--- src/rtl/fb_cpu_pkg.sv ---
// fb_cpu_pkg: shared definitions for the fb_cpu_v2 accumulator CPU.
//   - OPCODE_WIDTH : width of the instruction opcode field (4)
//   - OP_*         : opcode values
//   - ST_*         : FSM state encodings (3-bit, 5..7 unused)
//   - is_mem_op()  : opcodes that need a data RAM read/write in the MEM state
package fb_cpu_pkg;

  localparam int OPCODE_WIDTH = 4;

  localparam logic [OPCODE_WIDTH-1:0] OP_LOD = 4'd0;
  localparam logic [OPCODE_WIDTH-1:0] OP_STO = 4'd1;
  localparam logic [OPCODE_WIDTH-1:0] OP_ADD = 4'd2;
  localparam logic [OPCODE_WIDTH-1:0] OP_SUB = 4'd3;
  localparam logic [OPCODE_WIDTH-1:0] OP_MUL = 4'd4;
  localparam logic [OPCODE_WIDTH-1:0] OP_DIV = 4'd5;
  localparam logic [OPCODE_WIDTH-1:0] OP_JMP = 4'd6;
  localparam logic [OPCODE_WIDTH-1:0] OP_JMZ = 4'd7;
  localparam logic [OPCODE_WIDTH-1:0] OP_NOP = 4'd8;
  localparam logic [OPCODE_WIDTH-1:0] OP_HLT = 4'd9;
  localparam logic [OPCODE_WIDTH-1:0] OP_AND = 4'd10;
  localparam logic [OPCODE_WIDTH-1:0] OP_OR  = 4'd11;
  localparam logic [OPCODE_WIDTH-1:0] OP_JMN = 4'd12;
  localparam logic [OPCODE_WIDTH-1:0] OP_ILL = 4'd13;
  localparam logic [OPCODE_WIDTH-1:0] OP_CAL = 4'd14;
  localparam logic [OPCODE_WIDTH-1:0] OP_RET = 4'd15;

  localparam logic [2:0] ST_FETCH  = 3'd0;
  localparam logic [2:0] ST_DECODE = 3'd1;
  localparam logic [2:0] ST_EXEC   = 3'd2;
  localparam logic [2:0] ST_MEM    = 3'd3;
  localparam logic [2:0] ST_HALT   = 3'd4;

  // Opcodes 0-5 and 10-11 touch data memory and take the extra MEM cycle.
  function automatic logic is_mem_op(input logic [OPCODE_WIDTH-1:0] opcode);
    return (opcode <= OP_DIV) || (opcode == OP_AND) || (opcode == OP_OR);
  endfunction

endpackage

--- src/rtl/fb_cpu_v2_alu.sv ---
// fb_cpu_v2_alu: combinational accumulator ALU for fb_cpu_v2.
// Ports:
//   opcode  in  OPCODE_WIDTH  current instruction opcode
//   acc     in  DATA_WIDTH    accumulator value
//   data    in  DATA_WIDTH    operand word read from RAM
//   result  out DATA_WIDTH    new accumulator value (acc for non-ALU opcodes)
//   div0    out 1             DIV with a zero divisor
// All arithmetic is unsigned and wraps modulo 2^DATA_WIDTH.
module fb_cpu_v2_alu
  import fb_cpu_pkg::*;
#(
  parameter int DATA_WIDTH = 10
) (
  input  logic [OPCODE_WIDTH-1:0] opcode,
  input  logic [DATA_WIDTH-1:0]   acc,
  input  logic [DATA_WIDTH-1:0]   data,
  output logic [DATA_WIDTH-1:0]   result,
  output logic                    div0
);

  always_comb begin
    result = acc;
    div0   = 1'b0;
    case (opcode)
      OP_LOD: result = data;
      OP_ADD: result = acc + data;
      OP_SUB: result = acc - data;
      // Self-determined DATA_WIDTH product keeps only the low bits.
      OP_MUL: result = acc * data;
      OP_DIV: begin
        if (data == '0) begin
          result = '1;
          div0   = 1'b1;
        end else begin
          result = acc / data;
        end
      end
      OP_AND: result = acc & data;
      OP_OR:  result = acc | data;
      default: result = acc;
    endcase
  end

endmodule

--- src/rtl/fb_cpu_v2.sv ---
// fb_cpu_v2: multi-cycle accumulator CPU (FETCH/DECODE/EXEC/MEM/HALT) driving
// a single-port synchronous block RAM with one-cycle read latency.
// Ports:
//   clk       in   system clock, rising edge
//   rst_n     in   asynchronous active-low reset; also gates RAM outputs to 0
//   MAR       out  RAM address
//   MDRIn     out  RAM write data
//   RAMWr     out  RAM write enable
//   MDROut    in   RAM read data (for the address presented last cycle)
//   PC        out  program counter
//   ACC       out  accumulator
//   halted    out  high in HALT state
//   illegal   out  sticky undefined-opcode flag
//   div_zero  out  sticky divide-by-zero flag
// Optional build macro: FB_CPU_CALL_EN adds a LINK register and the
// CAL (14) / RET (15) instructions; without it both opcodes are illegal.
module fb_cpu_v2
  import fb_cpu_pkg::*;
#(
  parameter int ADDRESS_WIDTH = 6,
  parameter int DATA_WIDTH    = 10
) (
  input  logic                     clk,
  input  logic                     rst_n,
  output logic [ADDRESS_WIDTH-1:0] MAR,
  output logic [DATA_WIDTH-1:0]    MDRIn,
  output logic                     RAMWr,
  input  logic [DATA_WIDTH-1:0]    MDROut,
  output logic [ADDRESS_WIDTH-1:0] PC,
  output logic [DATA_WIDTH-1:0]    ACC,
  output logic                     halted,
  output logic                     illegal,
  output logic                     div_zero
);

  if (DATA_WIDTH < ADDRESS_WIDTH + OPCODE_WIDTH) begin : g_width_check
    $error("fb_cpu_v2: DATA_WIDTH must be >= ADDRESS_WIDTH+4");
  end

  logic [2:0]               state_q, state_d;
  logic [ADDRESS_WIDTH-1:0] pc_q, pc_d;
  logic [DATA_WIDTH-1:0]    ir_q, ir_d;
  logic [DATA_WIDTH-1:0]    acc_q, acc_d;
  logic                     illegal_q, illegal_d;
  logic                     div_zero_q, div_zero_d;
`ifdef FB_CPU_CALL_EN
  logic [ADDRESS_WIDTH-1:0] link_q, link_d;
`endif

  logic [ADDRESS_WIDTH-1:0] mar_c;
  logic [DATA_WIDTH-1:0]    mdr_c;
  logic                     wr_c;

  logic [OPCODE_WIDTH-1:0]  opcode;
  logic [ADDRESS_WIDTH-1:0] operand;
  logic [DATA_WIDTH-1:0]    alu_result;
  logic                     alu_div0;

  // IR bits above the opcode field are intentionally ignored.
  assign opcode  = ir_q[ADDRESS_WIDTH+OPCODE_WIDTH-1:ADDRESS_WIDTH];
  assign operand = ir_q[ADDRESS_WIDTH-1:0];

  fb_cpu_v2_alu #(
    .DATA_WIDTH(DATA_WIDTH)
  ) u_alu (
    .opcode (opcode),
    .acc    (acc_q),
    .data   (MDROut),
    .result (alu_result),
    .div0   (alu_div0)
  );

  always_comb begin
    state_d    = state_q;
    pc_d       = pc_q;
    ir_d       = ir_q;
    acc_d      = acc_q;
    illegal_d  = illegal_q;
    div_zero_d = div_zero_q;
`ifdef FB_CPU_CALL_EN
    link_d     = link_q;
`endif
    mar_c      = '0;
    mdr_c      = '0;
    wr_c       = 1'b0;

    case (state_q)
      ST_FETCH: begin
        mar_c   = pc_q;
        state_d = ST_DECODE;
      end

      ST_DECODE: begin
        ir_d    = MDROut;
        pc_d    = pc_q + 1'b1;
        state_d = ST_EXEC;
      end

      ST_EXEC: begin
        if (is_mem_op(opcode)) begin
          // Present the operand address now so the data is on MDROut in MEM.
          mar_c   = operand;
          state_d = ST_MEM;
        end else begin
          state_d = ST_FETCH;
          case (opcode)
            OP_JMP: pc_d = operand;
            OP_JMZ: if (acc_q == '0) pc_d = operand;
            OP_JMN: if (acc_q[DATA_WIDTH-1]) pc_d = operand;
            OP_NOP: ;
            OP_HLT: state_d = ST_HALT;
`ifdef FB_CPU_CALL_EN
            // pc_q already points past the CAL, so it is the return address.
            OP_CAL: begin
              link_d = pc_q;
              pc_d   = operand;
            end
            OP_RET: pc_d = link_q;
`endif
            default: illegal_d = 1'b1;
          endcase
        end
      end

      ST_MEM: begin
        state_d = ST_FETCH;
        if (opcode == OP_STO) begin
          mar_c = operand;
          mdr_c = acc_q;
          wr_c  = 1'b1;
        end else begin
          acc_d = alu_result;
          if (alu_div0) div_zero_d = 1'b1;
        end
      end

      ST_HALT: state_d = ST_HALT;

      default: state_d = ST_FETCH;
    endcase
  end

  always_ff @(posedge clk or negedge rst_n) begin
    if (!rst_n) begin
      state_q    <= ST_FETCH;
      pc_q       <= '0;
      ir_q       <= '0;
      acc_q      <= '0;
      illegal_q  <= 1'b0;
      div_zero_q <= 1'b0;
`ifdef FB_CPU_CALL_EN
      link_q     <= '0;
`endif
    end else begin
      state_q    <= state_d;
      pc_q       <= pc_d;
      ir_q       <= ir_d;
      acc_q      <= acc_d;
      illegal_q  <= illegal_d;
      div_zero_q <= div_zero_d;
`ifdef FB_CPU_CALL_EN
      link_q     <= link_d;
`endif
    end
  end

  // RAM-facing outputs are gated by rst_n so a write in flight dies at once.
  assign MAR      = rst_n ? mar_c : '0;
  assign MDRIn    = rst_n ? mdr_c : '0;
  assign RAMWr    = rst_n ? wr_c  : 1'b0;

  assign PC       = pc_q;
  assign ACC      = acc_q;
  assign halted   = (state_q == ST_HALT);
  assign illegal  = illegal_q;
  assign div_zero = div_zero_q;

endmodule

--- config.mk ---
export PLATFORM = sky130hd
export DESIGN_NAME = fb_cpu_v2
export DESIGN_NICKNAME = d
export VERILOG_FILES = /design/src/rtl/fb_cpu_pkg.sv /design/src/rtl/fb_cpu_v2_alu.sv /design/src/rtl/fb_cpu_v2.sv
export SDC_FILE = /design/constraint.sdc
export NUM_CORES = 1
export LEC_CHECK = 0
export ABC_CLOCK_PERIOD_IN_PS = 18290
export BUFFER_PORTS_ARGS = -buffer_cell sky130_fd_sc_hd__clkbuf_2
export CAP_MARGIN = 25
export CORE_ASPECT_RATIO = 0.9
export CORE_MARGIN = 2
export CORE_UTILIZATION = 64
export CTS_BUF_LIST = sky130_fd_sc_hd__clkbuf_16
export CTS_CLUSTER_DIAMETER = 40
export DETAILED_ROUTE_END_ITERATION = 8
export MAX_ROUTING_LAYER = met4
export PLACE_DENSITY_LB_ADDON = 0.2
export SLEW_MARGIN = 20
export SYNTH_ARGS = -nofsm -noshare
export SYNTH_HDL_FRONTEND = slang
export SYNTH_HIERARCHICAL = 1
export SYNTH_SLANG_ARGS = --single-unit
--- constraint.sdc ---
create_clock -name clk -period 18.29 [get_ports clk]
set_input_delay 3.658 -clock clk [delete_from_list [all_inputs] [get_ports clk]]
set_output_delay 3.658 -clock clk [all_outputs]
set_load 0.05 [all_outputs]
### Word level (Yosys, flattened, before mapping)

Index checks and enable logic that the tools add are counted.

* flip-flop bits (word level): 31
* input port bits: 12

* add/sub/neg operators: 3
* $mul: 1
* divide/modulo/power cells: 1
* order comparisons: 1
* equal/unequal tests: 20
* mux-type cells: 22
* bitwise logic cells: 5
* reduce and logical (&&, ||, !) cells: 13

Operator list (number)
* 10-bit one-hot mux with 7 select lines: 1
* 10-bit two-way mux: 4
* 6-bit two-way mux: 6
* 6-bit one-hot mux with 3 select lines: 2
* 4-bit equality test, second input constant: 5
* 10-bit zero test: 2
* 4-bit by 3-bit equality test with 1-bit output, second input constant: 4
* 3-bit one-hot mux with 4 select lines: 1
* 6-bit one-hot mux with 2 select lines: 1
* 10-bit adder: 1
* 10-bit AND: 1
* 10-bit by 10-bit divider with 10-bit output: 1
* 10-bit by 10-bit multiplier with 10-bit output: 1
* 10-bit OR: 1
* 10-bit subtractor: 1
* 3-bit AND reduction: 3
* 4-bit by 2-bit equality test with 1-bit output, second input constant: 2
* 7-bit nonzero test: 1
* 6-bit by 1-bit adder with 6-bit output, second input constant: 1
* 3-bit by 2-bit equality test with 1-bit output, second input constant: 2
* 3-bit two-way mux: 2
* 3-bit != test, second input constant: 2
* 1-bit two-way mux: 5
* 5-bit AND reduction: 1
* other kinds (12): 15

### Depth between registers and ports, before layout

Gate-level depths: netlist of run 1.

* word-level depth: 6
* mapped depth: 66
* gate-level depth less buffers: 63

### Modules after synthesis

The synthesis of run 1 kept the hierarchy.

By module, submodules not included
* fb_cpu_v2_alu: times used 1, cells each 739, area an instance 5393.9 µm², seq. area each 0.0 µm²
* fb_cpu_v2: times used 1, cells each 156, area an instance 1731.7 µm², seq. area each 775.7 µm²

### Least setup slack after synthesis of run 1

Ideal clock, no wire load.

* path type: input -> register
* from: in MDROut[9]
* to: reg acc_q[0] (netlist: ACC[0])
* setup time: 0.125 ns
* data arrival time: 17.166 ns
* setup slack: 0.999 ns
* stages: 63
* buffers on the path: 5
* path through: buf_2 -> or4_4 -> nor3_4 -> buf_6 -> a31oi_1 -> ha_1 -> o21a_1 -> o211ai_1 -> nor2b_1 -> nor2_1 -> ha_1 -> o211ai_1 -> a21oi_1 -> and3_1 -> nor2_1 -> ha_1 -> o211ai_1 -> a21boi_0 -> [... 27 more ...] -> buf_2 -> a21oi_1 -> ha_1 -> o21ai_0 -> a2111oi_0 -> o311a_1 -> o21a_1 -> buf_1 -> nor3_1 -> o211ai_1 -> o211ai_1 -> ha_1 -> or4_1 -> o211ai_1 -> a21oi_1 -> o31ai_1 -> a21oi_1 -> mux2_2

* word-level cells in the longest chain between the ends: 3
* elaborated cells between the ends (all ways): 4
* those cells by class: div: 1; mux: 2; reduce/logical: 1

Ends and longest elaborated chain
* start: declaration: line fb_cpu_v2.sv:28 `input logic [DATA_WIDTH-1:0] MDROut,`
* 10-bit by 10-bit divider with 10-bit output / 10-bit zero test (equally long branches): line fb_cpu_v2_alu.sv:35, fb_cpu_v2_alu.sv:31
* 10-bit two-way mux *: line fb_cpu_v2_alu.sv:31 `if (data == '0) begin`
* 10-bit one-hot mux with 7 select lines *: line fb_cpu_v2_alu.sv:24 `case (opcode)`
* named net alu_result[0]: line fb_cpu_v2.sv:56 `logic [DATA_WIDTH-1:0] alu_result;`
* end signal: assignment: line fb_cpu_v2.sv:148 `acc_q <= '0;`
* end signal: assignment: line fb_cpu_v2.sv:158 `acc_q <= acc_d;`
* end: declaration: line fb_cpu_v2.sv:43 `logic [DATA_WIDTH-1:0] acc_q, acc_d;`

The timed path passes the listed nets; every way through them passes the cells marked *.
A chain may end at the register's enable or synchronous reset.

### Worst setup path in the final report of run 1

Ends and elaborated chain as after synthesis.

==> metrics.txt, run 1 <==
Data arrival, critical path=17.67 ns; max-slew violations=0; WL/cell=20.4 µm; Top FF cell, synth=dfrtp_1; DPL Wire Length=16.8 mm; MaxCap Viol Count=0; Fmax achieved=0.0571 GHz; Max clock buf depth=2; area share of the largest cell type after synthesis=16.9%; required time of the critical path=18.45 ns; delay of the slowest critical-path stage=0.63 ns; vias per std cell=6.63; initial antenna violation count=0; DR pass1 iterations=7; min-delay worst type=reg -> reg; final hold violations=0; ANT nets after route=0; Least-Margin Pin Slew=0.852 ns; clk sink count=31; # diodes=0; Die Width=115 µm; Port Buffer Count=47; post-synthesis register bit count=31; Layout Skew=0.00671 ns; Root Driver=clkbuf_16; sequential area share after synthesis=10.9%; vias post-DR=7217; Final Util=71.6%; YS warnings=6; Rel. slew slack=43.2%; Rows=36; Syn Area/Cell=7.96 µm²; Fill cells=877; Post-synth EDFFs=0; clk_lat worst skew=0.28 ns; Max stage delay cell, worst path=or4_4; vias in the first global route=6951; Mapped Area=7130 µm²; cell mode on critical path=ha_1; outcome=finished, final reports clean; Cells after Synth=895; GRT overflow=0; Final #Nets=1067; DIE HEIGHT=104 µm; finished layout cell area=7770 µm²; Cell Area, Placed=7540 µm²; Async SR Flop Fraction=100%; htree depth=2; pin count of the biggest net entering global routing=34; WL final=22.2 mm; Residual DRC=0; Core ar.=10900 µm²; Initial Util=65.6%; total I/O pin count=48; share of layout cells above drive strength 1=16.4%; GRT Util Overall=38.6%; first-iteration detailed-routing DRC count=922; fin crit share=95.8%; first-pass GRT wire length=35.9 mm; critical path endpoint category=flop; GP Congestion=0.994; Setup Crit Path Kind=in -> reg; synth top area cells=ha_1 17%, dfrtp_1 11%, fa_1 6.5%, nor2_1 4.8%, xnor2_1 4.7%; leading area contributor after synthesis=ha_1; final hold slack=0.475 ns; die area=12000 µm²; Cell variety after synth=94; fin crit period=17.51 ns; crit path max fanout=10; CTS Hold Buffers Added=0; CP startpoint kind=input pin; syn_nets=1026; Worst-path clk slew=0.06 ns; Area growth syn-to-layout=9.03%; setup violators final=0; CTS tree=built; CTS Buf Count=5
==> critical path, delay by kind of cell <==
kind,cells,cell delay (ns)
AO/OA/AOI/OAI,34,6.96
adder cells (fa/ha/maj),9,2.64
buffers and inverters,4,0.66
multiplexers,2,0.64
AND/OR/NAND/NOR,13,3.09
==> per-layer routing <==
layer / vias up / global-route usage (%) / share of wire [%]
li1: 3311 / - / -
met5: - / - / 0
met1: 3423 / 53.8 / 42
met3: 69 / 8.33 / 11
met2: 414 / 56.4 / 43
met4: 0 / 10.8 / 3.1
==> registers in the layout, summed over array words and instances (netlist names) <==
signal,flops
PC,6
div_zero,1
state_q,3
ir_q,10
illegal,1
ACC,10
==> final timing paths <==
kind	slack [ns]	start	depth (start not counted)	endpoint
hold / removal	0.48	illegal$_DFFE_PN0P_	1	illegal$_DFFE_PN0P_
min in group asynchronous	3.47	rst_n	1	PC[1]$_DFFE_PN0P_
setup reg to reg	4.02	ACC[9]$_DFFE_PN0P_	61	ACC[0]$_DFFE_PN0P_
setup / recovery	0.78	MDROut[9]	62	ACC[0]$_DFFE_PN0P_
max in group asynchronous	14.27	rst_n	1	ACC[0]$_DFFE_PN0P_
hold reg to reg	0.48	illegal$_DFFE_PN0P_	1	illegal$_DFFE_PN0P_
==> stage by stage <==
step	instances	worst slack, ns	setup TNS [ns]
2_1_floorplan	895	0.999	0
3_3_place_gp	1079	0.455	0
3_5_place_dp	1079	-0.0884	-0.0884
4_1_cts	1087	0.175	0
5_1_grt	1089	-0.0226	-0.0226
6_report	1089	0.776	0
==> cells in the final DEF (no fill, tap or decap), types with 10 or more instances in the layout <==
cell,instances
mux2_2,28
fa_1,23
a21oi_1,29
nor2_1,91
nand3_1,19
xnor2_1,38
o21ai_0,35
nor2b_1,16
xor2_1,11
ha_1,96
clkbuf_2,47
nand2_1,81
o211ai_1,23
a31oi_1,10
buf_4,28
o21a_1,18
dfrtp_1,31
and2_1,18
inv_1,66
nor3_1,27
==> cell usage after synthesis, drive strengths merged, types with 6 or more instances <==
cell,instances
nor2,93
clkbuf,23
o21ai,40
a31oi,10
mux2,30
or3,9
a21oi,32
o31ai,8
a22oi,6
a21o,10
dfrtp,31
a211oi,7
nor3b,7
maj3,9
xor2,11
nand3,19
a221oi,9
buf,18
or2,10
nand2b,7
a21boi,7
ha,96
o211ai,23
and2,18
nor4,6
mux2i,9
nand2,81
and3,9
o21a,20
nor2b,16
inv,66
nor3,31
xnor2,38
fa,23
==> timing repair <==
| action | CTS | global route |
|---|---|---|
| endpoints found under the setup margin | 0 | 1 |
| setup buffers | 0 | 1 |
| resized for setup | 0 | 13 |
==> area by class of cell <==
type | instances | area (µm²) | share of cell area (%)
Tap cell | 152 | 190 | 2.45
Sequential cell | 31 | 776 | 9.99
Inverter | 66 | 248 | 3.19
Timing Repair Buffer | 75 | 445 | 5.73
Multi-Input combinational cell | 757 | 5940 | 76.5
Clock buffer | 5 | 125 | 1.61
Clock inverter | 3 | 43.8 | 0.564
==> cell families after synthesis <==
kind of cell | share of synthesized area (%)
simple gates | 22.9
flops | 10.9
xor+xnor | 6.65
fa+ha+maj | 24.6
mux | 6.06
buf+inv | 6.43
compound gates | 22.5
Power of run 1 is left out: the tool's default activity adds up to more than one toggle a clock period on the data nets, which glitch-free logic cannot reach.
==> run 2: changes to the inputs <==
RECOVER_POWER = 100   (was default)
==> metrics.txt, run 2 (synthesis gave the netlist of run 1 again) <==
CTS Hold Buffers Added=0 (unchanged); hold depth=1 (unchanged); htree depth=2 (unchanged); DIE HEIGHT=104 µm (unchanged); CTS Buf Count=5 (unchanged); # diodes=0 (unchanged); GRT Util Overall=38.6% (unchanged); GP Congestion=0.994 (unchanged); vias post-DR=7216 (-0.014%); pin count of the biggest net entering global routing=34 (unchanged); Rel. slew slack=-22.5% (-66 points); worst-case reg-to-reg path depth=61 (unchanged); total I/O pin count=48 (unchanged); metal3 WL=2.39 mm (-6.1%); Fmax achieved=0.0572 GHz (+0.15%); most common cell after layout, fill and taps aside=ha_1; Final Util=70.9% (-0.71 points); first-pass GRT wire length=35.9 mm (unchanged); min-delay worst type=reg -> reg; Max clock buf depth=2 (unchanged); cell mode on critical path=ha_1; CP startpoint kind=input pin; first-iteration detailed-routing DRC count=890 (-3.5%); outcome=complete, but fails checks; DPL Wire Length=16.8 mm (unchanged); setup violators final=0 (unchanged); Worst-path clk slew=0.06 ns (about the same); CTS tree=built; delay of the slowest critical-path stage=0.62 ns (about the same); Residual DRC=0 (unchanged); max-slew violations=34 (+34); die area=12000 µm² (unchanged); failing checks=capacitance limit, slew limit; required time of the critical path=18.45 ns (about the same); Layout Skew=0.00612 ns (-0.000583 ns); share of layout cells above drive strength 1=11.7% (-4.7 points); Die Width=115 µm (unchanged); Least-Margin Pin Slew=1.84 ns (+0.984 ns); ANT nets after route=0 (unchanged); Data arrival, critical path=17.64 ns (-0.03 ns); Rows=36 (unchanged); Initial Util=65.6% (unchanged); DR pass1 iterations=7 (unchanged); clk_lat worst skew=0.28 ns (about the same); most frequent cells in the layout=96 x ha_1, 91 x nor2_1, 81 x nand2_1; met2 routed WL=9.78 mm (+1.6%); final hold violations=0 (unchanged); top routing layer used=met4; Setup Crit Path Kind=in -> reg; critical path endpoint category=flop; Final #Nets=1067 (unchanged); MaxCap Viol Count=1 (+1); metal1 wirelength=9.48 mm (+1.7%); WL final=22.3 mm (+0.46%); GRT overflow=0 (unchanged); initial antenna violation count=0 (unchanged); Port Buffer Count=47 (unchanged); crit path max fanout=10 (unchanged); vias per std cell=6.63 (about the same); Max stage delay cell, worst path=or4_4; Area growth syn-to-layout=7.94%; Core ar.=10900 µm² (unchanged); clk sink count=31 (unchanged); WL/cell=20.5 µm (+0.46%); vias in the first global route=6951 (unchanged); Root Driver=clkbuf_16; fin crit share=95.6% (-0.14 points); final hold slack=0.481 ns (+0.00621 ns); fin crit period=17.49 ns (-0.0264 ns)
-- run 2: changes by cell type in the layout (fill, tap and decap cells not counted) --
cell | before | now
a22oi_1 | 5 | 6
a22oi_4 | 1 | 0
clkbuf_1 | 0 | 43
or2_0 | 0 | 1
buf_4 | 28 | 24
clkbuf_2 | 47 | 8
or2_1 | 3 | 2
-- run 2: routing by layer --
layer | up-vias | GRT usage [%]
met5 | - | -
met4 | 0 | 10.8
met3 | 62 | 8.33
met2 | 419 | 56.4
met1 | 3425 | 53.8
li1 | 3310 | -
-- run 2: final timing paths --
check                                      end                 from  slack (ns)
setup reg to reg            ACC[0]$_DFFE_PN0P_   ACC[9]$_DFFE_PN0P_        4.04
min in group asynchronous    PC[1]$_DFFE_PN0P_                rst_n        3.87
setup / recovery            ACC[0]$_DFFE_PN0P_            MDROut[9]        0.80
hold / removal             illegal$_DFFE_PN0P_  illegal$_DFFE_PN0P_        0.48
hold reg to reg            illegal$_DFFE_PN0P_  illegal$_DFFE_PN0P_        0.48
max in group asynchronous   ACC[2]$_DFFE_PN0P_                rst_n       13.35
-- run 2: worst max-delay path, delay by kind of cell --
kind                     cells  cell delay, ns
AO/OA/AOI/OAI               34            6.99
adder cells (fa/ha/maj)      9            2.62
AND/OR/NAND/NOR             13            3.07
buffers and inverters        4            0.66
multiplexers                 2            0.64
-- run 2: layout make-up --
class	instances	area, µm²
tap	152	190
multi-input combinational	757	5930
clock buffer	5	125
sequential	31	776
clock inverter	3	43.8
timing repair buffer	75	382
fill	899	3160
inverter	66	248
-- run 2: through the flow --
step / area (µm²) / worst slack (ns) / setup TNS [ns] / std cells
detailed placement: 7540 / -0.0884 / -0.0884 / 1079
CTS: 7700 / 0.175 / 0 / 1087
finish: 7690 / 0.803 / 0 / 1089
global placement: 7540 / 0.455 / 0 / 1079
global route: 7690 / -0.0240 / -0.0240 / 1089
floorplan: 7130 / 0.999 / 0 / 895
-- run 2: timing repair --
action	4_1_cts	5_1_grt
endpoints found under the setup margin	0	1
setup buffers	0	1
gates resized for setup	0	13
Power of run 2 is left out for the same reason.
